**config.mk**
```make
export PLATFORM = sky130hd
export DESIGN_NAME = mod_add_pipe
export DESIGN_NICKNAME = d
export VERILOG_FILES = /design/src/rtl/mod_add_pipe.sv
export SDC_FILE = /design/constraint.sdc
export NUM_CORES = 2
export LEC_CHECK = 0
export CAP_MARGIN = 25
export CORE_AREA = 2 2 308 310
export CTS_BUF_LIST = sky130_fd_sc_hd__clkbuf_4 sky130_fd_sc_hd__clkbuf_8
export DETAILED_ROUTE_END_ITERATION = 6
export DIE_AREA = 0 0 310 312
export PLACE_DENSITY_LB_ADDON = 0.05
export REMOVE_ABC_BUFFERS = 1
export SYNTH_ARGS = -nofsm -noshare
export SYNTH_HDL_FRONTEND = slang
export SYNTH_SLANG_ARGS = --single-unit
```
**constraint.sdc**
```tcl
create_clock -name clk_i -period 3.5 [get_ports clk_i]
set_input_delay 0.525 -clock clk_i [delete_from_list [all_inputs] [get_ports clk_i]]
set_output_delay 0.525 -clock clk_i [all_outputs]
set_load 0.01 [all_outputs]
```
**src/rtl/mod_add_pipe.sv**
```systemverilog
// rtl/mod_add_pipe.sv - pipelined modular adder returning (a + b) mod P on a stream
//
// Purpose:
//   Field-addition unit for the point-arithmetic datapath. Each accepted
//   operand pair (a, b) produces one result (a + b) mod P, in accept order,
//   with the ctl tag carried unchanged alongside the data.
//
// Parameters:
//   BITS     operand/result width
//   P        field modulus (odd, nonzero, < 2^BITS)
//   CTL_BITS sideband tag width
//   LEVEL    pipeline depth in cycles (>= 1)
//
// Ports:
//   clk_i      clock, all state on rising edge
//   rst_ni     asynchronous active-low reset
//   add_dat_i  operand beat: [BITS-1:0] = a, [2*BITS-1:BITS] = b
//   add_ctl_i  sideband tag for the operand beat
//   add_val_i  operand beat valid
//   add_rdy_o  operand beat ready (global pipeline enable)
//   res_dat_o  result (a + b) mod P
//   res_ctl_o  sideband tag of the result
//   res_val_o  result valid
//   res_rdy_i  result ready from the consumer
//   res_sop_o  start of packet, always 1 (single-beat results)
//   res_eop_o  end of packet, always 1
//   res_mod_o  empty-byte count, always 0
//   res_err_o  operand range error flag for this beat
//
// Build option:
//   MOD_ADD_RANGE_CHK_EN  when defined, stage 1 flags a >= P or b >= P and the
//                         flag emerges on res_err_o with that beat; when
//                         undefined no comparator is built and res_err_o is 0.

module mod_add_pipe #(
    parameter int              BITS     = 256,
    parameter logic [BITS-1:0] P        = '0,
    parameter int              CTL_BITS = 8,
    parameter int              LEVEL    = 2
) (
    input  logic                clk_i,
    input  logic                rst_ni,
    input  logic [2*BITS-1:0]   add_dat_i,
    input  logic [CTL_BITS-1:0] add_ctl_i,
    input  logic                add_val_i,
    output logic                add_rdy_o,
    output logic [BITS-1:0]     res_dat_o,
    output logic [CTL_BITS-1:0] res_ctl_o,
    output logic                res_val_o,
    input  logic                res_rdy_i,
    output logic                res_sop_o,
    output logic                res_eop_o,
    output logic                res_mod_o,
    output logic                res_err_o
);

    // Register stages after the select. With LEVEL=1 the select feeds the
    // single output register directly, so there is always at least one.
    localparam int NPOST = (LEVEL > 1) ? LEVEL - 1 : 1;

    logic en;

    // ------------------------------------------------------------------
    // Stage 1: sum and candidate difference, computed in parallel
    // ------------------------------------------------------------------
    logic [BITS-1:0] op_a;
    logic [BITS-1:0] op_b;
    logic [BITS:0]   sum_d;
    logic [BITS-1:0] diff_d;
    logic            ge_d;
    logic            err_d;

    assign op_a  = add_dat_i[BITS-1:0];
    assign op_b  = add_dat_i[2*BITS-1:BITS];
    assign sum_d = {1'b0, op_a} + {1'b0, op_b};

    // Only the low BITS of s - P are ever selected, and those bits are the
    // same whether the subtraction is done wide or modulo 2^BITS. The
    // decision s >= P is taken on the full BITS+1 bit sum instead of the
    // borrow of a wide difference.
    assign diff_d = sum_d[BITS-1:0] - P;
    assign ge_d   = (sum_d >= {1'b0, P});

`ifdef MOD_ADD_RANGE_CHK_EN
    assign err_d = (op_a >= P) || (op_b >= P);
`else
    assign err_d = 1'b0;
`endif

    // ------------------------------------------------------------------
    // Optional register between stage 1 and the select
    // ------------------------------------------------------------------
    logic [BITS-1:0]     sel_s;
    logic [BITS-1:0]     sel_d;
    logic                sel_ge;
    logic                sel_err;
    logic [CTL_BITS-1:0] sel_ctl;
    logic                sel_val;

    generate
        if (LEVEL > 1) begin : g_stage1
            logic [BITS-1:0]     s1_s_q;
            logic [BITS-1:0]     s1_d_q;
            logic                s1_ge_q;
            logic                s1_err_q;
            logic [CTL_BITS-1:0] s1_ctl_q;
            logic                s1_val_q;

            always_ff @(posedge clk_i or negedge rst_ni) begin
                if (!rst_ni) begin
                    s1_s_q   <= '0;
                    s1_d_q   <= '0;
                    s1_ge_q  <= 1'b0;
                    s1_err_q <= 1'b0;
                    s1_ctl_q <= '0;
                    s1_val_q <= 1'b0;
                end else if (en) begin
                    s1_s_q   <= sum_d[BITS-1:0];
                    s1_d_q   <= diff_d;
                    s1_ge_q  <= ge_d;
                    s1_err_q <= err_d;
                    s1_ctl_q <= add_ctl_i;
                    s1_val_q <= add_val_i;
                end
            end

            assign sel_s   = s1_s_q;
            assign sel_d   = s1_d_q;
            assign sel_ge  = s1_ge_q;
            assign sel_err = s1_err_q;
            assign sel_ctl = s1_ctl_q;
            assign sel_val = s1_val_q;
        end else begin : g_stage1_comb
            assign sel_s   = sum_d[BITS-1:0];
            assign sel_d   = diff_d;
            assign sel_ge  = ge_d;
            assign sel_err = err_d;
            assign sel_ctl = add_ctl_i;
            assign sel_val = add_val_i;
        end
    endgenerate

    // ------------------------------------------------------------------
    // Stage 2 select followed by plain register stages
    // ------------------------------------------------------------------
    logic [BITS-1:0] res_d;

    assign res_d = sel_ge ? sel_d : sel_s;

    logic [BITS-1:0]     res_q [NPOST];
    logic [CTL_BITS-1:0] ctl_q [NPOST];
    logic                err_q [NPOST];
    logic                val_q [NPOST];

    always_ff @(posedge clk_i or negedge rst_ni) begin
        if (!rst_ni) begin
            for (int i = 0; i < NPOST; i++) begin
                res_q[i] <= '0;
                ctl_q[i] <= '0;
                err_q[i] <= 1'b0;
                val_q[i] <= 1'b0;
            end
        end else if (en) begin
            res_q[0] <= res_d;
            ctl_q[0] <= sel_ctl;
            err_q[0] <= sel_err;
            val_q[0] <= sel_val;
            for (int i = 1; i < NPOST; i++) begin
                res_q[i] <= res_q[i-1];
                ctl_q[i] <= ctl_q[i-1];
                err_q[i] <= err_q[i-1];
                val_q[i] <= val_q[i-1];
            end
        end
    end

    // One enable for the whole pipe: it moves whenever the output beat is
    // taken or the output slot is empty. Bubbles inside the pipe are not
    // squeezed out; they simply travel as val=0 stages.
    assign en        = res_rdy_i || !val_q[NPOST-1];
    assign add_rdy_o = en;

    assign res_dat_o = res_q[NPOST-1];
    assign res_ctl_o = ctl_q[NPOST-1];
    assign res_err_o = err_q[NPOST-1];
    assign res_val_o = val_q[NPOST-1];
    assign res_sop_o = 1'b1;
    assign res_eop_o = 1'b1;
    assign res_mod_o = 1'b0;

endmodule

```
==> flow_summary_export.csv <==
group,metric,value,unit
synth,async_reset_ff_share,100,%
finish,multi_input_area,27700,um^2
setup_path,cp_max_fo,3,
drt,finalWirelength,190000,um
setup_path,reg2reg_from,"res_val_o",
synth,yosysMostFrequentCell,"nand2_1",
global_route,antenna_found_initial,18,
finish,final_cells,8764,
clocking,cts_tree,"done",
run,drv_cap,0,
synth,synthTopCellsByArea,"dfrtp_1 (34%), nand2_1 (12%), a21oi_1 (8.9%)",
drt,drt-wirelength-per-cell,21.7,um
drt,drt-pass1-iter-count,7,
timing,period_needed,3.82,ns
timing,fin_crit_sh,109,%
timing,fmax,262,MHz
placed_design,dp_hpwl,154000,um
global_route,grt_pass1_wl,280000,um
synth,synth-seq-area-share,34.2,%
setup_path,cp-end-kind,"flip-flop",
floorplan,die_w,310,um
outcome,outcome,"finished, violations left",
timing,rsz0062_at_grt,"yes",
drt,num_vias,47800,
drt,drtAntennaViolNets,0,
clocking,insertion_delay,0.79,ns
global_route,grt_pass1_vias,47300,
floorplan,floorplan.rows,112,
global_route,grt_max_degree,96,
clocking,cts_sinks,530,
drt,drc_errors,3,
power,power_density,429,nW/um^2
synth,synth_largest_area_cell,"dfrtp_1",
global_route,grt_overflow,0,
setup_path,startpoint,"add_dat_i[29]",
setup_path,r2r_setup_slack,1.53,ns
power,ir_worst_vdd,0.000363,V
worst_hold_path,hp-class,"input port to flip-flop",
placed_design,place.gp.congestion,1.03,
floorplan,die_h,312,um
timing,tightest_slew,0.684,ns
finish,fillers,7715,
drt,first_iter_violations,4330,
timing,final_max_slew_viol_count,0,
synth,synth_cells,5151,
clocking,cts_root_buffer,"clkbuf_8",
setup_path,arrival,4.45,ns
timing,final.setup.tns,-7.17,ns
floorplan,num_io_pins,794,
finish,drive_gt1_share,33.2,%
timing,setup_viol,56,
synth,ys_ff_latch,530,
setup_path,startpoint_type,"input port",
setup_path,r2r_end,"res_dat_o[205]",
synth,ys.flop_type,"dfrtp_1",
global_route,grt_util_all_layers,37.9,%
clocking,htreeDepth,3,
synth,synth_top_area_share,34.2,%
clocking,cts_buffer_depth,3,
setup_path,cp.required,4.12,ns
floorplan,start_util,41.6,%
synth,synth.top_cells.by_count,"nand2_1 (1265), a21oi_1 (692), dfrtp_1 (530), nor2_1 (509), o21ai_0 (313)",
synth,syn_area,38700,um^2
timing,hold_violations,0,
finish,area_delta_synth_final,70.0,%
floorplan,die-area,96700,um^2
drt,viasPerCell,5.45,
synth,syn_area_per_cell,7.52,um^2
clocking,cts_inserted_buffers,94,
finish,nets,8202,
setup_path,crit_end,"g_stage1.s1_d_q[250]",
timing,fin_worst_skew,0.0478,ns
synth,synth-warning-count,0,
placed_design,port_buffers,789,
timing,setup_ws,-0.324,ns
clocking,path_clk_slew,0.07,ns
synth,yosysUniqueCellTypes,97,
finish,seqCellArea,13300,um^2
placed_design,placed_cells,8443,
synth,synth_edf_count,0,
outcome,violations,"design-rule violations, negative setup slack",
timing,slew_headroom,54.0,%
setup_path,crit_type,"input port to flip-flop",
setup_path,r2r_cells,7,
floorplan,core_area,93000,um^2
power,p_leak,0.0303,uW
## routing by layer
metal	vias to the layer above	share of wire (%)	GRT usage, %
li1	22500	-	-
met1	22900	42	49.2
met2	1979	46	60.9
met3	418	7.3	6.66
met4	4	5.1	17.8
met5	-	0.014	0
## registers in the layout, summed over array words and instances (netlist names)
| signal | count |
|---|---|
| g_stage1.s1_ctl_q | 8 |
| g_stage1.s1_d_q | 256 |
| g_stage1.s1_val_q | 1 |
| res_ctl_o | 8 |
| res_dat_o | 256 |
| res_val_o | 1 |
## final cells by class
| type | instances | area share [%] |
|---|---|---|
| diodes | 15 | 0.0570 |
| clock buffers | 149 | 2.88 |
| clock inverters | 20 | 0.363 |
| inverters | 69 | 0.405 |
| multi-input cells | 4255 | 42.1 |
| flip-flops and latches | 530 | 20.1 |
| well taps | 1254 | 2.38 |
| repair buffers | 2472 | 31.7 |
## timing repair
item                                   in CTS  in global routing
hold buffers                                1                  0
endpoints found under the hold margin      51                  0
setup endpoints to repair                 159                 99
buffers inserted                          123                 45
gates cloned                                0                  0
pin swaps                                 284                161
resized for setup                         938                289
## critical path, cell delays in order
cell       delay [ns]
buf_6            0.10
ha_4             0.26
nand4_1          0.14
or4_4            0.57
a2111o_1         0.53
buf_6            0.18
a2111oi_4        0.44
o21ai_2          0.11
a21oi_2          0.16
buf_6            0.14
o21ai_4          0.06
nand2_2          0.10
a21oi_2          0.07
o31ai_2          0.29
a31oi_2          0.19
o21ai_2          0.25
a21oi_2          0.09
xor2_1           0.17
o21ai_1          0.08
## worst min path at each step
stage	start	end	slack (ns)	cells past startpoint
4_1_cts	add_dat_i[0]	g_stage1.s1_d_q[0]	0.01	4
3_5_place_dp	res_dat_o[165]	res_dat_o[165]	0.45	2
3_3_place_gp	res_dat_o[19]	res_dat_o[19]	0.45	2
5_1_grt	add_dat_i[256]	g_stage1.s1_d_q[0]	0.05	4
2_1_floorplan	rst_ni	g_stage1.s1_ctl_q[0]	0.23	0
6_report	add_dat_i[0]	g_stage1.s1_d_q[0]	0.05	4
## cells by family after synthesis
logic type	after synthesis	synth area share, %
DFF	530	34.2
other	2	0.0194
muxes	3	0.0840
buffers and inverters	368	4.00
and+or+nand+nor	2234	24.6
adders and majority gates	256	8.29
xor gates and xnor gates	254	5.74
AOI/OAI and AO/OA	1504	23.0
## through the flow
step           setup slack, ns  cell area [um^2]  hold WS [ns]  total power (uW)  utilization, %
2_1_floorplan           -28.93             37500         0.229             13600               -
3_3_place_gp             -1.89             58800         0.448             20400            63.2
3_5_place_dp             -1.91             58800         0.454             20500            63.2
4_1_cts                 -0.301             64500        0.0109             27800            69.3
5_1_grt                 -0.397             65900        0.0455             29700            70.8
6_report                -0.324             65900        0.0519             28300            70.8
## power by group
| part | internal [uW] | switching, uW |
|---|---|---|
| combinational | 6380 | 6510 |
| sequential | 7780 | 1010 |
| clock | 3690 | 2930 |
## cells in the final DEF (no fill, tap or decap), types with 20 or more instances in the layout
cell / n
a21o_1: 147
a21oi_1: 571
a21oi_2: 103
a21oi_4: 20
a31oi_1: 21
buf_12: 23
buf_2: 30
buf_4: 1583
buf_6: 100
clkbuf_4: 25
clkbuf_8: 124
clkdlybuf4s50_1: 608
dfrtp_1: 530
dlygate4sd2_1: 92
ha_1: 142
ha_4: 108
inv_1: 67
nand2_1: 1237
nand2_2: 25
nand2b_1: 20
nand3_1: 45
nand4_1: 163
nor2_1: 466
nor2_2: 24
nor2_4: 21
nor3_1: 57
o21a_1: 45
o21ai_0: 225
o21ai_1: 64
o21ai_2: 38
o21bai_1: 80
xnor2_1: 129
xor2_1: 95
No activity file was read; power rests on OpenSTA's default activity.
